`src/rtl/uart8_transmitter_if.sv`:
```
// Byte handshake and serial line bundle for the 8N1 UART transmitter.
interface uart8_transmitter_if;
  logic       txEn;
  logic       txStart;
  logic [7:0] txData;
  logic       txReady;
  logic       txBusy;
  logic       txDone;
  logic       txOut;

  modport master (
    output txEn, txStart, txData,
    input  txReady, txBusy, txDone, txOut
  );

  modport slave (
    input  txEn, txStart, txData,
    output txReady, txBusy, txDone, txOut
  );
endinterface

```
`src/rtl/uart8_transmitter.sv`:
```
// 8N1 UART transmitter: start bit, eight data bits LSB first, stop bit.
// A one-byte holding register lets the next frame follow with no idle gap.
// The line output is registered from the current state, so it trails the
// state register by one clock; a byte accepted at edge N drives the start
// bit from edge N+2.
module uart8_transmitter #(
  parameter int CLOCK_RATE = 12000000,
  parameter int BAUD_RATE  = 9600
) (
  input  logic               clk,
  input  logic               reset,
  uart8_transmitter_if.slave bus
);

  localparam int CPB  = CLOCK_RATE / BAUD_RATE;
  localparam int BC_W = (CPB > 2) ? $clog2(CPB) : 1;
  localparam logic [BC_W-1:0] BC_LAST = BC_W'(CPB - 1);

  if (CPB < 2) begin : g_cpb_check
    $error("uart8_transmitter: CLOCK_RATE / BAUD_RATE must be at least 2");
  end

  typedef enum logic [1:0] {IDLE, START, DATA, STOP} state_t;

  state_t          r_state;
  logic [7:0]      r_sh;
  logic [2:0]      r_bi;
  logic [BC_W-1:0] r_bc;
  logic [7:0]      r_hold;
  logic            r_holdFull;
  logic            r_txOut;
  logic            r_txBusy;
  logic            r_txDone;

  logic w_accept;
  logic w_bcEnd;

  // Ready is forced low while reset is held so nothing is accepted then.
  assign bus.txReady = reset & bus.txEn & ~r_holdFull;
  assign w_accept    = bus.txStart & bus.txReady;
  assign w_bcEnd     = (r_bc == BC_LAST);

  assign bus.txOut  = r_txOut;
  assign bus.txBusy = r_txBusy;
  assign bus.txDone = r_txDone;

  // Frame sequencer, holding register and registered line/status outputs.
  always_ff @(posedge clk or negedge reset) begin
    if (!reset) begin
      r_state    <= IDLE;
      r_sh       <= 8'h00;
      r_bi       <= 3'd0;
      r_bc       <= '0;
      r_hold     <= 8'h00;
      r_holdFull <= 1'b0;
      r_txOut    <= 1'b1;
      r_txBusy   <= 1'b0;
      r_txDone   <= 1'b0;
    end else begin
      r_txDone <= 1'b0;

      // Line level reflects the state held during the cycle just ended.
      case (r_state)
        START:   r_txOut <= 1'b0;
        DATA:    r_txOut <= r_sh[0];
        default: r_txOut <= 1'b1;
      endcase

      // Accept needs an empty holder, launch needs a full one: never both.
      if (w_accept) begin
        r_hold     <= bus.txData;
        r_holdFull <= 1'b1;
      end

      case (r_state)
        IDLE: begin
          r_bc <= '0;
          if (r_holdFull && bus.txEn) begin
            r_sh       <= r_hold;
            r_holdFull <= 1'b0;
            r_state    <= START;
            r_txBusy   <= 1'b1;
          end
        end
        START: begin
          if (w_bcEnd) begin
            r_state <= DATA;
            r_bi    <= 3'd0;
            r_bc    <= '0;
          end else begin
            r_bc <= r_bc + 1'b1;
          end
        end
        DATA: begin
          if (w_bcEnd) begin
            r_sh <= {1'b0, r_sh[7:1]};
            r_bc <= '0;
            if (r_bi == 3'd7) begin
              r_state <= STOP;
            end else begin
              r_bi <= r_bi + 3'd1;
            end
          end else begin
            r_bc <= r_bc + 1'b1;
          end
        end
        STOP: begin
          if (w_bcEnd) begin
            r_txDone <= 1'b1;
            r_bc     <= '0;
            // Chain straight into the next start bit when a byte is waiting.
            if (r_holdFull && bus.txEn) begin
              r_sh       <= r_hold;
              r_holdFull <= 1'b0;
              r_state    <= START;
            end else begin
              r_state  <= IDLE;
              r_txBusy <= 1'b0;
            end
          end else begin
            r_bc <= r_bc + 1'b1;
          end
        end
        default: begin
          r_state  <= IDLE;
          r_txBusy <= 1'b0;
        end
      endcase
    end
  end

endmodule

```
`src/flat_wrapper.sv`:
```
// flat-port wrapper written by rule: the top's interface ports become plain ports
module uart8_transmitter_flat 
#(
  parameter int CLOCK_RATE = 12000000,
  parameter int BAUD_RATE  = 9600
)
  (clk, reset, bus_txEn, bus_txStart, bus_txData, bus_txReady, bus_txBusy, bus_txDone, bus_txOut);
  uart8_transmitter_if bus_i ();
  input  logic clk;
  input  logic reset;
  input wire logic [$bits(bus_i.txEn)-1:0] bus_txEn;
  input wire logic [$bits(bus_i.txStart)-1:0] bus_txStart;
  input wire logic [$bits(bus_i.txData)-1:0] bus_txData;
  output wire logic [$bits(bus_i.txReady)-1:0] bus_txReady;
  output wire logic [$bits(bus_i.txBusy)-1:0] bus_txBusy;
  output wire logic [$bits(bus_i.txDone)-1:0] bus_txDone;
  output wire logic [$bits(bus_i.txOut)-1:0] bus_txOut;
  assign bus_i.txEn = bus_txEn;
  assign bus_i.txStart = bus_txStart;
  assign bus_i.txData = bus_txData;
  assign bus_txReady = bus_i.txReady;
  assign bus_txBusy = bus_i.txBusy;
  assign bus_txDone = bus_i.txDone;
  assign bus_txOut = bus_i.txOut;
  uart8_transmitter #(.CLOCK_RATE(CLOCK_RATE), .BAUD_RATE(BAUD_RATE)) u_core (.clk(clk), .reset(reset), .bus(bus_i));
endmodule
```
`config.mk`:
```
export PLATFORM = sky130hd
export DESIGN_NAME = uart8_transmitter_flat
export DESIGN_NICKNAME = d
export VERILOG_FILES = /design/src/rtl/uart8_transmitter_if.sv /design/src/rtl/uart8_transmitter.sv /design/src/flat_wrapper.sv
export SDC_FILE = /design/constraint.sdc
export NUM_CORES = 1
export LEC_CHECK = 0
export ABC_AREA = 0
export CAP_MARGIN = 20
export CORE_ASPECT_RATIO = 0.5
export CORE_UTILIZATION = 30
export DETAILED_ROUTE_END_ITERATION = 16
export PLACE_DENSITY_LB_ADDON = 0.15
export SLEW_MARGIN = 10
export SYNTH_ARGS = -nofsm -noshare
export SYNTH_HDL_FRONTEND = slang
export SYNTH_SLANG_ARGS = --single-unit
```
`constraint.sdc`:
```
create_clock -name clk -period 3.15 [get_ports clk]
set_clock_uncertainty 0.15 [all_clocks]
set_input_delay 0.315 -clock clk [delete_from_list [all_inputs] [get_ports clk]]
set_output_delay 0.315 -clock clk [all_outputs]
set_load 0.03 [all_outputs]
```
==> results of run 1 <==
[cell usage in the layout (no fill, tap or decap), drive strengths merged, types with 3 or more instances in the layout]
cell | synthesis | final
xor2 | 5 | 5
inv | 6 | 6
clkbuf | 1 | 8
ha | 9 | 9
o21ai | 3 | 3
a21oi | 4 | 4
xnor2 | 4 | 4
nand3 | 4 | 4
mux2 | 24 | 24
clkdlybuf4s50 | 0 | 14
dfrtp | 35 | 35
nor2 | 16 | 16
nand2 | 7 | 7
nor3 | 5 | 5
[final cells by class]
class / instances / area, sq um / share of cell area
flip-flops and latches: 36 / 902 / 0.414
multi-input cells: 107 / 863 / 0.396
repair buffers: 16 / 153 / 0.0701
clock buffers: 8 / 146 / 0.0672
well taps: 73 / 91.3 / 0.0419
inverters: 6 / 22.5 / 0.0103
[power breakdown]
| part | internal (W) | total [W] | switching, W |
|---|---|---|---|
| logic | 0.0000526 | 0.0000842 | 0.0000315 |
| clock network | 0.000315 | 0.000489 | 0.000174 |
| registers | 0.000491 | 0.000507 | 0.0000160 |
| total | 0.000859 | 0.00108 | 0.000221 |
[worst paths after layout]
check / cells after the start / slack, ns / startpoint / to
setup reg to reg: 5 / 0.86 / u_core.r_state[0] / u_core.r_sh[0]
min in group clk: 2 / 0.35 / u_core.r_sh[0] / u_core.bus.txOut
hold / removal: 2 / -0.009 / reset / u_core.r_hold[0]
setup / recovery: 5 / 0.86 / u_core.r_state[0] / u_core.r_sh[0]
hold reg to reg: 2 / 0.35 / u_core.r_sh[0] / u_core.bus.txOut
max in group asynchronous: 2 / 2.52 / reset / u_core.bus.txOut
[cells by family after synthesis]
group,count (synthesis),synth area share
muxes,24,0.150
adders and majority gates,9,0.0625
AOI/OAI and AO/OA,18,0.0799
DFF,36,0.501
xor gates and xnor gates,9,0.0438
buffers and inverters,9,0.0195
and+or+nand+nor,47,0.143
[cell usage after synthesis, drive strengths merged, types with 2 or more instances]
cell type and n:
nand2 7, xnor2 4, nand2b 2, nor2b 2, buf 2, ha 9, a21oi 4, nand3 4
mux2 24, nor2 16, and3 2, inv 6, xor2 5, a22o 2, o21ai 3, dfrtp 35
nor3 5
[per-layer routing]
metal / routed length (microns) / part of all wire / track usage
met4: 12 / 0.0038 / 0.0347
met1: 1630 / 0.52 / 0.151
met3: 88 / 0.028 / 0.0389
met5: 0 / 0 / 0
met2: 1410 / 0.45 / 0.181
[metrics by stage]
| stage | util | std cells | setup WS, ns |
|---|---|---|---|
| 5_1_grt | 0.387 | 246 | 0.686 |
| 3_3_place_gp | 0.361 | 238 | 0.923 |
| 6_report | 0.387 | 246 | 0.861 |
| 4_1_cts | 0.387 | 246 | 0.857 |
| 3_5_place_dp | 0.361 | 238 | 0.850 |
| 2_1_floorplan | - | 152 | 1.02 |
[state kept, by name, summed over array words and instances, names as in the netlist]
name and count:
u_core.bus.txBusy 1, u_core.bus.txDone 1, u_core.bus.txOut 1, u_core.r_bc 11
u_core.r_bi 3, u_core.r_hold 8, u_core.r_holdFull 1, u_core.r_sh 8
u_core.r_state 2
==> results.py, run 1 <==
metrics = {
    "grt": {
        "grt_pass1_wl_microns": 5600,
        "antenna_found_initial": 0,
        "grt_max_degree": 37,
        "grt_pass1_vias": 1160,
        "gr-total-overflow": 0,
        "grt_use_total": 0.115,
    },
    "synthesis": {
        "synth-async-reset-ratio": 1.00,
        "synth_top_cell_by_area": "dfrtp_1",
        "synth-edff-count": 0,
        "ys_seq_area_frac": 0.501,
        "syn-num-nets": 173,
        "synthTopCellsByArea": "dfrtp_1 49%, mux2_2 15%, ha_1 6.3%",
        "avgSynthCellArea_sq_um": 11.8,
        "syn_area_sq_um": 1800,
        "synth_warnings": 0,
        "syn_inst": 152,
        "yosysTopAreaCellShare": 0.486,
        "ys_types": 41,
        "synthFlopType": "dfrtp_1",
        "ys_ff_latch": 36,
    },
    "clock_tree": {
        "clkLatencyLatePin_ns": 0.27,
        "cts_tree": "built",
        "clkTransAtPathRegs_ns": 0.05,
        "cts-root-buf": "clkbuf_16",
        "ctsHtreeMaxLevel": 2,
        "ctsResizeCount": 0,
        "cts_buffer_depth": 2,
        "clock-sinks": 36,
        "cts_post_setup_buffers_inserted": 0,
        "cts_hold_buf": 0,
        "cts_made_buffers": 5,
    },
    "floorplanning": {
        "rows": 19,
        "core-area_sq_um": 5630,
        "ios": 16,
        "start_util": 0.320,
        "die_w_microns": 112,
        "die_h_microns": 56.8,
        "die_area_sq_um": 6330,
    },
    "timing": {
        "max_freq_mhz": 437,
        "slew_headroom": 0.517,
        "report.final.hold_viol_count": 35,
        "worst_slew_pin_slew_ns": 0.724,
        "fin_crit_sh": 0.727,
        "slew_viol_final": 0,
        "fin_crit_ns": 2.29,
        "fin_setup_tns_ns": 0,
        "holdWs_ns": -0.00945,
        "setup-violations-final": 0,
        "grt_setup_unrepaired": "no",
    },
    "route": {
        "detail_route.first_pass.iterations": 4,
        "vias": 1124,
        "wirelength_microns": 3140,
        "viasPerCell": 4.57,
        "wl_per_cell_microns": 12.8,
        "drc": 0,
        "postRouteAntennaNets": 0,
        "drtIter0Drc": 20,
    },
    "worst_setup_path": {
        "critical_path_required_ns": 3.15,
        "slowest_delay_ns": 0.65,
        "critPathBufInv": 1,
        "critPathLaunchType": "flip-flop",
        "cp_slowest_cell": "ha_1",
        "cp_cell_sequence": "inv_1, ha_1, nor2_1, o21ai_4, mux2_2",
        "path_max_fanout": 19,
        "crit_type": "flip-flop to flip-flop",
        "critPathTopFamily": "adder cells",
        "end_kind": "flip-flop",
        "arrival_ns": 2.29,
    },
    "final_layout": {
        "drive_above_1_share": 0.237,
        "final_cell_area_sq_um": 2180,
        "diodes": 0,
        "fillers": 553,
        "fin_nets": 193,
        "area_growth_pct": 21.0,
    },
    "placed_design": {
        "gp_congestion": 0.708,
        "postPlaceCellArea_sq_um": 2030,
        "io_buffers": 15,
        "post-dp-hpwl_microns": 2220,
    },
    "job": {
        "drv_cap": 0,
    },
    "pwr": {
        "p_per_area_nw_per_um2": 496,
        "power.leakage_nw": 0.966,
        "p_total_w": 0.00108,
        "peakVddDrop_v": 0.000214,
    },
    "run_status": {
        "violations": "hold timing",
        "outcome": "complete, but fails checks",
    },
    "worst_hold_path": {
        "hp-class": "input pin to asynchronous set/reset pin",
    },
}
Note: power is estimated with default switching activity, not from simulation.
==> inputs of run 2 (changes only) <==
==> constraint.sdc (replaced) <==
create_clock -name clk -period 2.1 [get_ports clk]
set_clock_uncertainty 0.15 [all_clocks]
set_input_delay 0.21 -clock clk [delete_from_list [all_inputs] [get_ports clk]]
set_output_delay 0.21 -clock clk [all_outputs]
set_load 0.03 [all_outputs]
==> results.py, run 2 (synthesis results as in run 1) <==
metrics = {
    "timing": {
        "holdWs_ns": 0.349,
        "fin_ws_ns": 0.121,
        "setup-violations-final": 0,
        "grt_setup_unrepaired": "no",
        "fin_crit_sh": 0.942,
        "worst_slew_pin_slew_ns": 0.475,
        "report.final.hold_viol_count": 0,
        "slew_headroom": 0.683,
        "max_freq_mhz": 505,
        "fin_setup_tns_ns": 0,
        "fin_crit_ns": 1.98,
        "slew_viol_final": 0,
    },
    "final_layout": {
        "fillers": 554,
        "final_cell_mix": "35 x dfrtp_1, 24 x mux2_2, 16 x nor2_1",
        "drive_above_1_share": 0.274,
        "fin_nets": 199,
        "largest_register": "u_core.r_bc",
        "finish.utilization": 0.401,
        "area_growth_pct": 25.6,
        "largest_reg_flops": 11,
        "diodes": 0,
        "final_common_cell": "dfrtp_1",
        "final_cell_area_sq_um": 2260,
        "largestRegisters": "u_core.r_bc x11, u_core.r_hold x8, u_core.r_sh x8",
    },
    "route": {
        "postRouteAntennaNets": 0,
        "vias": 1191,
        "met2WireLength_microns": 1470,
        "viasPerCell": 4.73,
        "drtIter0Drc": 26,
        "detail_route.first_pass.iterations": 4,
        "wirelength_microns": 3350,
        "wl_met3_microns": 68,
        "routed.top_layer": "met4",
        "drc": 0,
        "wl_per_cell_microns": 13.3,
        "wl_met1_microns": 1800,
    },
    "worst_setup_path": {
        "arrival_ns": 1.99,
        "rrSetupSlack_ns": 0.12,
        "path_max_fanout": 8,
        "critical_path_required_ns": 2.11,
        "reg2reg_depth": 6,
        "critPathLaunchType": "flip-flop",
        "end_kind": "flip-flop",
        "crit_type": "flip-flop to flip-flop",
    },
    "placed_design": {
        "gp_congestion": 0.704,
        "post-dp-hpwl_microns": 2350,
        "dp_worst_setup_slack_ns": 0.108,
        "postPlaceCellArea_sq_um": 2060,
        "io_buffers": 15,
    },
    "clock_tree": {
        "clkLatencyLatePin_ns": 0.28,
        "cts-root-buf": "clkbuf_16",
        "cts_tree": "built",
        "ctsHtreeMaxLevel": 2,
        "cts_buffer_depth": 2,
        "cts_made_buffers": 5,
        "clkTransAtPathRegs_ns": 0.06,
        "clock-sinks": 36,
    },
    "floorplanning": {
        "rows": 19,
        "die_area_sq_um": 6330,
        "start_util": 0.320,
        "die_w_microns": 112,
        "ios": 16,
        "core-area_sq_um": 5630,
        "die_h_microns": 56.8,
    },
    "worst_hold_path": {
        "hp-class": "flip-flop to flip-flop",
        "hold_depth": 1,
    },
    "job": {
        "drv_cap": 0,
    },
    "pwr": {
        "peakVddDrop_v": 0.000269,
        "p_per_area_nw_per_um2": 772,
        "power.leakage_nw": 1.01,
    },
    "grt": {
        "grt_max_degree": 37,
        "grt_use_total": 0.120,
        "antenna_found_initial": 0,
        "grt_pass1_vias": 1234,
        "grt_pass1_wl_microns": 5890,
        "gr-total-overflow": 0,
    },
    "run_status": {
        "outcome": "finished, final reports clean",
    },
}
## run 2: cell types whose count changed in the layout (fill, tap and decap cells not counted), sizes merged
cell,previous run,this run
clkdlybuf4s50,14,13
clkinvlp,0,1
dlygate4sd3,0,1
clkbuf,8,5
buf,2,8
inv,6,7
bufinv,0,1
## run 2: routing by layer
layer  GRT usage  vias to the layer above
li1            -                      587
met1       0.157                      591
met2       0.196                       11
met3      0.0400                        2
met4      0.0232                        0
met5           0                        -
## run 2: per-stage QoR
stage          cells  power (W)
2_1_floorplan    152   0.000843
3_3_place_gp     242   0.000897
3_5_place_dp     242   0.000901
4_1_cts          251    0.00177
5_1_grt          252    0.00182
6_report         252    0.00175
## run 2: path summary, 6_finish.rpt
path                                   from                to
min reg2reg                u_core.r_hold[7]  u_core.r_hold[7]
min                        u_core.r_hold[7]  u_core.r_hold[7]
max reg2reg                  u_core.r_bc[0]    u_core.r_sh[7]
max                          u_core.r_bc[0]    u_core.r_sh[7]
min in group asynchronous             reset  u_core.r_hold[3]
max in group asynchronous             reset  u_core.bus.txOut
## run 2: critical path, stage by stage (launching register included)
cell	delay (ns)
dfrtp_1	0.43
ha_1	0.21
nand4bb_1	0.18
nor3_4	0.08
buf_12	0.14
o21ai_4	0.29
mux2_2	0.38
## run 2: power by group
part	switching, W	internal, W	total [W]	leakage [nW]
registers	0.0000231	0.000735	0.000759	0.454
clock network	0.000296	0.000564	0.000860	0.0804
logic	0.0000479	0.0000795	0.000127	0.477
total	0.000367	0.00138	0.00175	1.01
## run 2: what timing repair did
| action | 4_1_cts | 5_1_grt |
|---|---|---|
| endpoints found under the hold margin | 35 | 0 |
| setup endpoints to repair | 0 | 1 |
| gates resized for setup | 0 | 1 |
| buffers inserted | 0 | 1 |
| hold buffers | 1 | 0 |
## run 2: final cells by class
| class | count | area, sq um | area share |
|---|---|---|---|
| tap | 73 | 91.3 | 0.0404 |
| timing repair buffer | 22 | 210 | 0.0930 |
| inverter | 6 | 22.5 | 0.00996 |
| clock inverter | 3 | 46.3 | 0.0205 |
| sequential | 36 | 902 | 0.399 |
| clock buffer | 5 | 125 | 0.0553 |
| multi-input combinational | 107 | 863 | 0.382 |
==> inputs of run 3 (changes only) <==
--- a/config.mk
+++ b/config.mk
@@ -6,9 +6,9 @@
 export NUM_CORES = 1
 export LEC_CHECK = 0
 export ABC_AREA = 0
-export CAP_MARGIN = 20
+export CAP_MARGIN = 10
 export CORE_ASPECT_RATIO = 0.5
-export CORE_UTILIZATION = 30
+export CORE_UTILIZATION = 51
 export DETAILED_ROUTE_END_ITERATION = 16
 export PLACE_DENSITY_LB_ADDON = 0.15
 export SLEW_MARGIN = 10
==> results.py, run 3 (synthesis results as in run 1) <==
metrics = {
    "pwr": {
        "p_sw_w": 0.000310,
        "power.leakage_nw": 0.995,
        "sequentialPowerShare": 0.490,
        "p_per_area_nw_per_um2": 707,
        "p_comb_frac": 0.082,
        "clockPowerShare": 0.429,
        "p_total_w": 0.00154,
        "intPower_w": 0.00123,
        "switching_share": 0.201,
        "peakVddDrop_v": 0.000411,
    },
    "clock_tree": {
        "ctsHtreeMaxLevel": 2,
        "cts-root-buf": "clkbuf_8",
        "cts_tree": "built",
        "cts_buffer_depth": 2,
        "clkTransAtPathRegs_ns": 0.07,
        "clkLatencyLatePin_ns": 0.29,
        "cts_made_buffers": 5,
        "clock-sinks": 36,
    },
    "grt": {
        "gr-total-overflow": 0,
        "antenna_found_initial": 0,
        "grt_use_total": 0.195,
        "grt_pass1_vias": 1187,
        "grt_max_degree": 37,
        "grt_pass1_wl_microns": 5380,
    },
    "floorplanning": {
        "core-area_sq_um": 3170,
        "start_util": 0.568,
        "die_h_microns": 44.0,
        "die_w_microns": 86.0,
        "die_area_sq_um": 3790,
        "rows": 14,
        "ios": 16,
    },
    "worst_setup_path": {
        "crit_type": "flip-flop to flip-flop",
        "cp-endpoint": "u_core.r_sh[4]",
        "arrival_ns": 2.03,
        "cp_slowest_cell": "dfrtp_1",
        "critPathLaunchType": "flip-flop",
        "cp.depth": 7,
        "critical_path_required_ns": 2.12,
        "critPathBufInv": 2,
        "r2r_end": "u_core.r_sh[4]",
        "slowest_delay_ns": 0.41,
        "r2r_start": "u_core.r_bc[1]",
        "rrSetupSlack_ns": 0.09,
        "critPathTopFamily": "simple AND/OR/NAND/NOR gates",
        "reg2reg_depth": 7,
        "cp_cell_sequence": "inv_1, ha_1, nand4bb_1, nor3_4, buf_4, o21ai_4, mux2_2",
        "path_max_fanout": 8,
        "end_kind": "flip-flop",
        "critPathLaunch": "u_core.r_bc[1]",
    },
    "final_layout": {
        "fin_nets": 200,
        "diodes": 0,
        "final_cell_mix": "35 x dfrtp_1, 24 x mux2_2, 16 x nor2_1",
        "final_common_cell": "dfrtp_1",
        "largest_register": "u_core.r_bc",
        "largest_reg_flops": 11,
        "area_growth_pct": 21.2,
        "drive_above_1_share": 0.283,
        "largestRegisters": "u_core.r_bc x11, u_core.r_hold x8, u_core.r_sh x8",
    },
    "timing": {
        "fin_ws_ns": 0.0911,
        "setup-violations-final": 0,
        "worst_slew_pin_slew_ns": 0.447,
        "max_freq_mhz": 498,
        "fin_crit_sh": 0.957,
        "report.final.hold_viol_count": 0,
        "slew_viol_final": 0,
        "fin_crit_ns": 2.01,
        "slew_headroom": 0.702,
    },
    "route": {
        "wirelength_microns": 3060,
        "drtIter0Drc": 21,
        "drc": 0,
        "vias": 1169,
        "postRouteAntennaNets": 0,
        "viasPerCell": 5.13,
        "wl_per_cell_microns": 13.4,
        "detail_route.first_pass.iterations": 4,
    },
    "placed_design": {
        "gp_congestion": 0.787,
        "post-dp-hpwl_microns": 2090,
        "dp_worst_setup_slack_ns": 0.102,
        "io_buffers": 15,
    },
    "run_status": {
        "outcome": "finished, final reports clean",
    },
    "job": {
        "drv_cap": 0,
    },
    "worst_hold_path": {
        "hp-class": "flip-flop to flip-flop",
    },
}
-- run 3: cell type report --
cell class / instances / area, sq um
tap: 48 / 60.1
fill: 247 / 988
inverter: 6 / 22.5
clock buffer: 7 / 96.3
multi-input combinational: 107 / 866
sequential: 36 / 902
clock inverter: 1 / 30.0
timing repair buffer: 23 / 205
-- run 3: how the worst min path moves through the flow --
| stage | startpoint | endpoint | slack (ns) | cells past startpoint |
|---|---|---|---|---|
| 2_1_floorplan | reset | u_core.bus.txBusy | -0.24 | 0 |
| 3_3_place_gp | reset | u_core.r_bc[1] | 0.18 | 2 |
| 3_5_place_dp | reset | u_core.r_bc[1] | 0.17 | 2 |
| 4_1_cts | u_core.r_sh[2] | u_core.r_sh[2] | 0.36 | 1 |
| 5_1_grt | u_core.r_hold[1] | u_core.r_hold[1] | 0.37 | 1 |
| 6_report | u_core.r_sh[0] | u_core.bus.txOut | 0.35 | 2 |
-- run 3: what timing repair did --
action,CTS,global route
hold endpoints to repair,35,0
hold buffers,1,0
setup buffers,0,2
endpoints found under the setup margin,0,9
gates resized for setup,0,2
-- run 3: metrics by stage --
step | util | hold WS (ns) | std cells | TNS [ns] | cell area [sq um]
2_1_floorplan | - | -0.236 | 152 | 0 | 1800
3_3_place_gp | 0.640 | 0.176 | 217 | 0 | 2030
3_5_place_dp | 0.640 | 0.172 | 217 | 0 | 2030
4_1_cts | 0.683 | 0.358 | 226 | 0 | 2160
5_1_grt | 0.688 | 0.370 | 228 | -0.00180 | 2180
6_report | 0.688 | 0.352 | 228 | 0 | 2180
-- run 3: per-layer routing --
layer  up-vias  GRT usage  wire [microns]
li1        587          -               -
met3         6     0.0672             112
met5         -          0               0
met4         0     0.0800              44
met2        16      0.310            1360
met1       560      0.252            1530
-- run 3: worst register-to-register path: stages, from the launching register on --
cell	delay (ns)
dfrtp_1	0.41
inv_1	0.08
ha_1	0.14
nand4bb_1	0.19
nor3_4	0.33
buf_4	0.20
o21ai_4	0.10
mux2_2	0.30
-- run 3: power groups by stage --
stage,clock (W),combinational (W),sequential [W]
finish,0.000662,0.000126,0.000756
global route,0.000700,0.000143,0.000762
CTS,0.000674,0.000129,0.000757
detailed placement,0,0.000128,0.000771
global placement,0,0.000124,0.000770
floorplan,0,0.0000800,0.000763
